## config.mk

```make
export PLATFORM = sky130hd
export DESIGN_NAME = csa_accum_ctrl
export DESIGN_NICKNAME = d
export VERILOG_FILES = /design/src/rtl/csa_accum_pkg.sv /design/src/rtl/csa_accum_ctrl_row.sv /design/src/rtl/csa_accum_ctrl.sv
export SDC_FILE = /design/constraint.sdc
export NUM_CORES = 1
export LEC_CHECK = 0
export CAP_MARGIN = 20
export CORE_ASPECT_RATIO = 1.75
export CORE_UTILIZATION = 45
export CTS_BUF_LIST = sky130_fd_sc_hd__clkbuf_2
export DETAILED_ROUTE_END_ITERATION = 10
export PLACE_DENSITY = 0.69
export RECOVER_POWER = 50
export SKIP_LAST_GASP = 1
export SYNTH_ARGS = -nofsm -noshare
export SYNTH_HDL_FRONTEND = slang
export SYNTH_SLANG_ARGS = --single-unit
```

## constraint.sdc

```tcl
create_clock -name clk -period 2.8 [get_ports clk]
set_input_delay 0.42 -clock clk [delete_from_list [all_inputs] [get_ports clk]]
set_output_delay 0.42 -clock clk [all_outputs]
set_load 0.01 [all_outputs]
```

## src/rtl/csa_accum_pkg.sv

```systemverilog
// Shared types and helpers for the carry-save multi-operand accumulator.
package csa_accum_pkg;

    typedef enum logic [1:0] {
        IDLE,
        ACCUM,
        RESOLVE,
        OUTPUT
    } state_t;

    // The accumulator grows by log2 of the operand count to hold a full stream.
    function automatic int acc_w(input int width, input int max_ops);
        return width + $clog2(max_ops);
    endfunction

endpackage

```

## src/rtl/csa_accum_ctrl_row.sv

```systemverilog
// One row of 4:2 compressors with a lateral cout->cin ripple; the row adds
// x1+x2+x3+x4 into sum + 2*carry + 2^W*cout_msb without carry propagation.
module compressor_4_2_cell (
    input  logic x1,
    input  logic x2,
    input  logic x3,
    input  logic x4,
    input  logic cin,
    output logic sum,
    output logic carry,
    output logic cout
);
    logic s1;

    always_comb begin
        s1    = x1 ^ x2 ^ x3;
        cout  = (x1 & x2) | (x1 & x3) | (x2 & x3);
        sum   = s1 ^ x4 ^ cin;
        carry = (s1 & x4) | (s1 & cin) | (x4 & cin);
    end
endmodule

module compressor_4_2_row #(
    parameter int W = 8
) (
    input  logic [W-1:0] x1,
    input  logic [W-1:0] x2,
    input  logic [W-1:0] x3,
    input  logic [W-1:0] x4,
    output logic [W-1:0] sum,
    output logic [W-1:0] carry,
    output logic         cout_msb
);
    logic [W:0] cin_chain;

    assign cin_chain[0] = 1'b0;
    assign cout_msb     = cin_chain[W];

    for (genvar i = 0; i < W; i++) begin : g_cell
        compressor_4_2_cell u_cell (
            .x1   (x1[i]),
            .x2   (x2[i]),
            .x3   (x3[i]),
            .x4   (x4[i]),
            .cin  (cin_chain[i]),
            .sum  (sum[i]),
            .carry(carry[i]),
            .cout (cin_chain[i+1])
        );
    end
endmodule

```

## src/rtl/csa_accum_ctrl.sv

```systemverilog
// Sequenced multi-operand accumulator: each beat folds two operands into a
// redundant sum/carry pair, and one carry-propagate add resolves the result.
module csa_accum_ctrl
    import csa_accum_pkg::*;
#(
    parameter  int WIDTH   = 8,
    parameter  int MAX_OPS = 8,
    localparam int ACC_W   = acc_w(WIDTH, MAX_OPS)
) (
    input  logic             clk,
    input  logic             rst,
    input  logic             op_valid_i,
    output logic             op_ready_o,
    input  logic [WIDTH-1:0] op_a_i,
    input  logic [WIDTH-1:0] op_b_i,
    input  logic             op_last_i,
    output logic             res_valid_o,
    input  logic             res_ready_i,
    output logic [ACC_W-1:0] res_o,
    output logic             res_ovf_o,
    output logic             busy_o
);
    localparam int HALF  = MAX_OPS / 2;
    localparam int CNT_W = $clog2(HALF + 2);

    state_t             state_q, state_d;
    logic [ACC_W-1:0]   s_q, s_d;
    logic [ACC_W-1:0]   c_q, c_d;
    logic [ACC_W-1:0]   res_q, res_d;
    logic               res_ovf_q, res_ovf_d;
    logic               ovf_q, ovf_d;
    logic [CNT_W-1:0]   count_q, count_d;

    logic [ACC_W-1:0]   row_sum;
    logic [ACC_W-1:0]   row_carry;
    logic               row_cout_msb;
    logic               accept;
    logic               unused_row_bits;

    compressor_4_2_row #(.W(ACC_W)) u_row (
        .x1      (s_q),
        .x2      (c_q),
        .x3      ({{(ACC_W-WIDTH){1'b0}}, op_a_i}),
        .x4      ({{(ACC_W-WIDTH){1'b0}}, op_b_i}),
        .sum     (row_sum),
        .carry   (row_carry),
        .cout_msb(row_cout_msb)
    );

    // Bits shifted out above ACC_W are discarded: results are modulo 2^ACC_W.
    assign unused_row_bits = row_cout_msb ^ row_carry[ACC_W-1];

    assign op_ready_o  = !rst && (state_q == IDLE || state_q == ACCUM);
    assign accept      = op_valid_i && op_ready_o;
    assign res_valid_o = (state_q == OUTPUT);
    assign busy_o      = (state_q != IDLE);
    assign res_o       = res_q;
    assign res_ovf_o   = res_ovf_q;

    always_comb begin
        state_d   = state_q;
        s_d       = s_q;
        c_d       = c_q;
        res_d     = res_q;
        res_ovf_d = res_ovf_q;
        ovf_d     = ovf_q;
        count_d   = count_q;

        case (state_q)
            IDLE, ACCUM: begin
                if (accept) begin
                    s_d = row_sum;
                    c_d = {row_carry[ACC_W-2:0], 1'b0};
                    if (count_q <= CNT_W'(HALF)) begin
                        count_d = count_q + CNT_W'(1);
                    end
                    if (count_q >= CNT_W'(HALF)) begin
                        ovf_d = 1'b1;
                    end
                    state_d = op_last_i ? RESOLVE : ACCUM;
                end
            end
            RESOLVE: begin
                res_d     = s_q + c_q;
                res_ovf_d = ovf_q;
                state_d   = OUTPUT;
            end
            OUTPUT: begin
                if (res_ready_i) begin
                    s_d     = '0;
                    c_d     = '0;
                    count_d = '0;
                    ovf_d   = 1'b0;
                    state_d = IDLE;
                end
            end
            default: state_d = IDLE;
        endcase
    end

    always_ff @(posedge clk or posedge rst) begin
        if (rst) begin
            state_q   <= IDLE;
            s_q       <= '0;
            c_q       <= '0;
            res_q     <= '0;
            res_ovf_q <= 1'b0;
            ovf_q     <= 1'b0;
            count_q   <= '0;
        end else begin
            state_q   <= state_d;
            s_q       <= s_d;
            c_q       <= c_d;
            res_q     <= res_d;
            res_ovf_q <= res_ovf_d;
            ovf_q     <= ovf_d;
            count_q   <= count_d;
        end
    end
endmodule

```

### Yosys cells after proc, flatten, opt, wreduce, memory -nomap -nowiden

Cells that the tools add are included.

| word-level totals | value |
|---|---|
| flip-flop bits (word level) | 40 |
| bits of input ports | 21 |
| output and inout port bits | 15 |
| logic and storage cells | 164 |

| cells by class | value |
|---|---|
| add/subtract/negate cells | 2 |
| magnitude comparators | 2 |
| equal/unequal tests | 7 |
| muxes and demuxes | 17 |
| bitwise operators | 117 |
| reduce and logical (&&, ||, !) cells | 12 |

Operator list:

| operator | count |
|---|---|
| bitwise AND 1 bit | 50 |
| case mux 11 bit (2 select lines) | 2 |
| XOR 1 bit | 37 |
| 2-to-1 mux 11 bit | 3 |
| bitwise OR 1 bit | 30 |
| adder 11 bit | 1 |
| 2-to-1 mux 3 bit | 3 |
| AND reduction 4 bit | 2 |
| 2-to-1 mux 2 bit | 3 |
| inequality test 2 bit, second input constant | 3 |
| case mux 2 bit (3 select lines) | 1 |
| case mux 3 bit (2 select lines) | 1 |
| equality test 2 bit, second input constant | 2 |
| nonzero test 2 bit | 2 |
| adder 3 x 1 -> 3 bit, second input constant | 1 |
| >= comparator 3 bit, second input constant | 1 |
| <= comparator 3 bit, second input constant | 1 |
| 2-to-1 mux 1 bit | 3 |
| AND reduction 3 bit | 1 |
| equality test 2 x 1 -> 1 bit, second input constant | 1 |
| logical AND 1 bit | 2 |
| zero test 2 bit | 1 |
| inequality test 2 x 1 -> 1 bit, second input constant | 1 |
| case mux 1 bit (2 select lines) | 1 |
| 4 further kinds | 4 |

### Logic depth before layout (Yosys ltp)

| logic depth | value |
|---|---|
| depth in word-level cells | 8 |
| depth in mapped cells | 7 |
| depth with buffers taken out | 7 |

### Hierarchy

A second synthesis with hierarchy kept.

| second synthesis, totals | value |
|---|---|
| cell total of the unflattened synthesis | 293 |
| area, all modules | 2726.4 um2 |

Modules (own cells, without submodules):

| module | instances | cells an instance | area an instance (um2) |
|---|---|---|---|
| csa_accum_ctrl | 1 | 182 | 1951.9 |
| compressor_4_2_cell | 11 | 10 | 70.1 |
| compressor_4_2_row | 1 | 1 | 3.8 |

### Worst setup path after synthesis

Ideal clock, no wire load.

| timing path | value |
|---|---|
| path type | register to register |
| from | register s_q[1] |
| to | register res_q[9] (netlist: res_o[9]) |
| setup time | 0.069 ns |
| arrival | 1.916 ns |
| data required time | 2.731 ns |
| slack | 0.815 ns |
| stages on the path, launching flop included | 8 |
| buffers on the path | 0 |
| clock period less this slack | 1.985 ns |
| cells stage by stage | dfrtp_1 -> ha_1 -> fa_1 -> a21o_2 -> a21oi_1 -> o21ai_1 -> a31o_2 -> nand3_1 |

| on the way | value |
|---|---|
| longest elaborated chain between the ends | 1 |

RTL lines:

| element | RTL line | source |
|---|---|---|
| start, declared | csa_accum_ctrl.sv:27 | `logic [ACC_W-1:0] s_q, s_d;` |
| start signal, assigned | csa_accum_ctrl.sv:104 | `s_q <= '0;` |
| start signal, assigned | csa_accum_ctrl.sv:112 | `s_q <= s_d;` |
| adder 11 bit | csa_accum_ctrl.sv:84 | `res_d = s_q + c_q;` |
| end signal, assigned | csa_accum_ctrl.sv:114 | `res_q <= res_d;` |
| end, declared | csa_accum_ctrl.sv:29 | `logic [ACC_W-1:0] res_q, res_d;` |

No other way between the ends.
A chain may end at the register's enable or synchronous reset.

### Final worst setup path

| timing path | value |
|---|---|
| from | register state_q[1] |
| to | output res_valid_o |

| on the way | value |
|---|---|
| longest elaborated chain between the ends | 1 |

RTL lines:

| element | RTL line | source |
|---|---|---|
| start, declared | csa_accum_ctrl.sv:26 | `state_t state_q, state_d;` |
| start signal, assigned | csa_accum_ctrl.sv:111 | `state_q <= state_d;` |
| equality test 2 bit | csa_accum_ctrl.sv:55 | `assign res_valid_o = (state_q == OUTPUT);` |
| end, declared | csa_accum_ctrl.sv:17 | `output logic res_valid_o,` |

No other way between the ends.

==> impl_metrics.tcl <==
set metrics [dict create \
    min_path_type "flip-flop to flip-flop" \
    ant_nets 0 \
    clockPowerShare_pct 10.0 \
    synthArstFlopShare_pct 100 \
    final_common_cell "dfrtp_1" \
    cts_tree "done" \
    hold_buffers 0 \
    final_max_slew_viol_count 0 \
    finClkSkew_ns 0.00590 \
    clk_pin_slew_ns 0.19 \
    cp.required_ns 2.38 \
    cts_setup_buffers 0 \
    grt_overflow 0 \
    crit_fanout 11 \
    n_fill_cell 443 \
    final_core_util_pct 56.5 \
    gr-max-usage-layer "met2" \
    port_buffers 35 \
    p_comb_share_pct 52.4 \
    die_h_um 96.2 \
    die_x_um 55.8 \
    htree_levels 2 \
    endpoint_kind "output pin" \
    synth_edf_count 0 \
    numCtsBuffers 5 \
    cts_num_sinks 39 \
    grt_start_max_net_pins 40 \
    power.share.sequential_pct 37.6 \
    post_synth_num_cell_types 37 \
    maxCapViolations 0 \
    grt_pass1_wl_mm 8.09 \
    clk_latency_ns 0.39 \
    worstSetupStartpoint "state_q[1]" \
    r2r_slack_ns 0.60 \
    fp.dieArea_mm2 0.00537 \
    synth_ff_type "dfrtp_1" \
    drt_iter0_markers 46 \
    fmax_mhz 426 \
    final_cell_count_no_fill 291 \
    relSlewSlack_pct 23.5 \
    first_pass_iters 4 \
    initial_utilization_pct 47.6 \
    finalHoldViolations 0 \
    criticalPathCategory "flip-flop to output pin" \
    intPower_mw 1.45 \
    seq_area_um2 976 \
    drive_gt1_share_pct 7.11 \
    crit_path_end "res_valid_o" \
    critPathLaunchType "flip-flop" \
    rsz0062_at_grt "false" \
    multi_input_area_mm2 0.00122 \
    ys_ff_latch 39 \
    leakage_nw 1.21 \
    r2r-end "res_o[9]" \
    vias 1702 \
    netlist_instances 203 \
    rr_startpoint "s_q[1]" \
    routed_via_density 5.85 \
    n_antenna_cell 0 \
    syn_area_per_cell_um2 11.2 \
    period_share_pct 83.7 \
    antenna_found_initial 0 \
    ios 36 \
    report.power.total_mw 2.49 \
    clockBufferDepth 2 \
    reg2regPathDepth 7 \
    setup_viol 0 \
    gp_congestion 0.843 \
    ys_warn_count 0 \
    period_needed_ns 2.34 \
    drc 0 \
    routedWlPerCell_um 15.6 \
    syn-cell-area_mm2 0.00228 \
    p_switching_mw 1.04 \
    setup-tns-final_ns 0 \
    most-common-layout-cells "dfrtp_1 (39), clkdlybuf4s50_1 (34), nand2_1 (27)" \
    vdd_drop_max_mv 0.559 \
    ys_seq_area_share_pct 42.8 \
    grt_util_met1_pct 24.6 \
    grtUsageMet3_pct 3.63 \
    cts_root_buf "clkbuf_2" \
    rows 33 \
    coreArea_mm2 0.00479 \
    cp.arrival_ns 1.92 \
    use_met2_pct 32.8 \
    syn-num-nets 255 \
    tightest_slew_ns 1.15 \
    wl_mm 4.55 \
    nNetsFinal 290 \
    dp.cells 283 \
    status "completed" \
    grt_pass1_vias 1697 \
    p_per_area_mw_per_mm2 919 \
    area_growth_syn_to_layout_pct 18.7 \
    cts_resized 0 \
    grt_usage_pct 19.6 \
    dp_hpwl_mm 3.27 \
    switching_share_pct 41.7 \
]
layer usage:
metal  part of all wire (%)  up-vias
met5                      0        -
met4                    2.8        0
met3                    3.4       11
met2                     50       39
met1                     44      850
li1                       -      802
worst min-delay path by stage:
stage	endpoint	slack, ns	depth (start not counted)	from
4_1_cts	s_q[1]	0.48	3	rst
3_3_place_gp	res_o[3]	0.46	2	res_o[3]
2_1_floorplan	res_ovf_o	0.44	2	ovf_q
5_1_grt	res_o[2]	0.53	2	res_o[2]
3_5_place_dp	res_o[2]	0.46	2	res_o[2]
6_report	res_o[2]	0.50	2	res_o[2]
logic make-up (layout without fill, tap and decap cells):
kind of cell,Yosys count,after routing,synth area share (%)
and+or+nand+nor,50,50,9.99
AOI/OAI and AO/OA,54,54,18.0
buffers and inverters,21,57,3.84
DFF,39,39,42.8
xor gates and xnor gates,8,8,3.07
adders and majority gates,31,31,22.3
power groups by stage:
stage	clock, mW	sequential [mW]	combinational (mW)
2_1_floorplan	0	0.943	0.897
5_1_grt	0.278	0.968	1.50
6_report	0.249	0.934	1.30
3_3_place_gp	0	0.945	1.29
4_1_cts	0.259	0.936	1.33
3_5_place_dp	0	0.951	1.32
synth_stat cells, types with 2 or more instances:
cell type,number,area share (%)
buf_2,4,0.88
o31ai_1,2,0.66
xor2_1,3,1.2
xnor2_1,5,1.9
nor2_1,5,0.82
inv_1,9,1.5
nor2b_1,2,0.55
nand3_1,4,0.88
nor3_1,2,0.44
a21oi_1,11,2.4
nand2_1,27,4.4
fa_1,16,14
clkbuf_1,6,0.99
dfrtp_1,39,43
o21ai_0,7,1.5
a31o_2,2,0.77
o21ai_1,4,0.88
ha_1,15,8.2
nand4_1,4,1.1
a32o_1,19,8.3
sequential cells by signal (all words and copies together), names as in the netlist:
signal / flops
ovf_q: 1
res_o: 11
res_ovf_o: 1
count_q: 3
c_q: 10
state_q: 2
s_q: 11
layout make-up:
cell class                 count  share of cell area, %
multi-input combinational    143                   45.0
sequential                    39                   36.1
timing repair buffer          39                   13.7
tap                           52                   2.41
inverter                      10                   1.39
clock buffer                   7                   1.30
clock inverter                 1                  0.185
critical path, cell delays in order, from the launching register on:
cell	delay, ns
dfrtp_1	0.49
and2_1	0.42
clkdlybuf4s50_1	0.62
through the flow:
stage                     setup slack [ns]  hold WS [ns]  area [µm²]
final                                0.455         0.495        2710
after global routing                 0.336         0.528        2710
after CTS                            0.426         0.479        2720
after detailed placement             0.557         0.463        2680
after global placement               0.573         0.460        2680
after floorplan                      0.815         0.439        2280
Note: power is estimated with default switching activity, not from simulation.
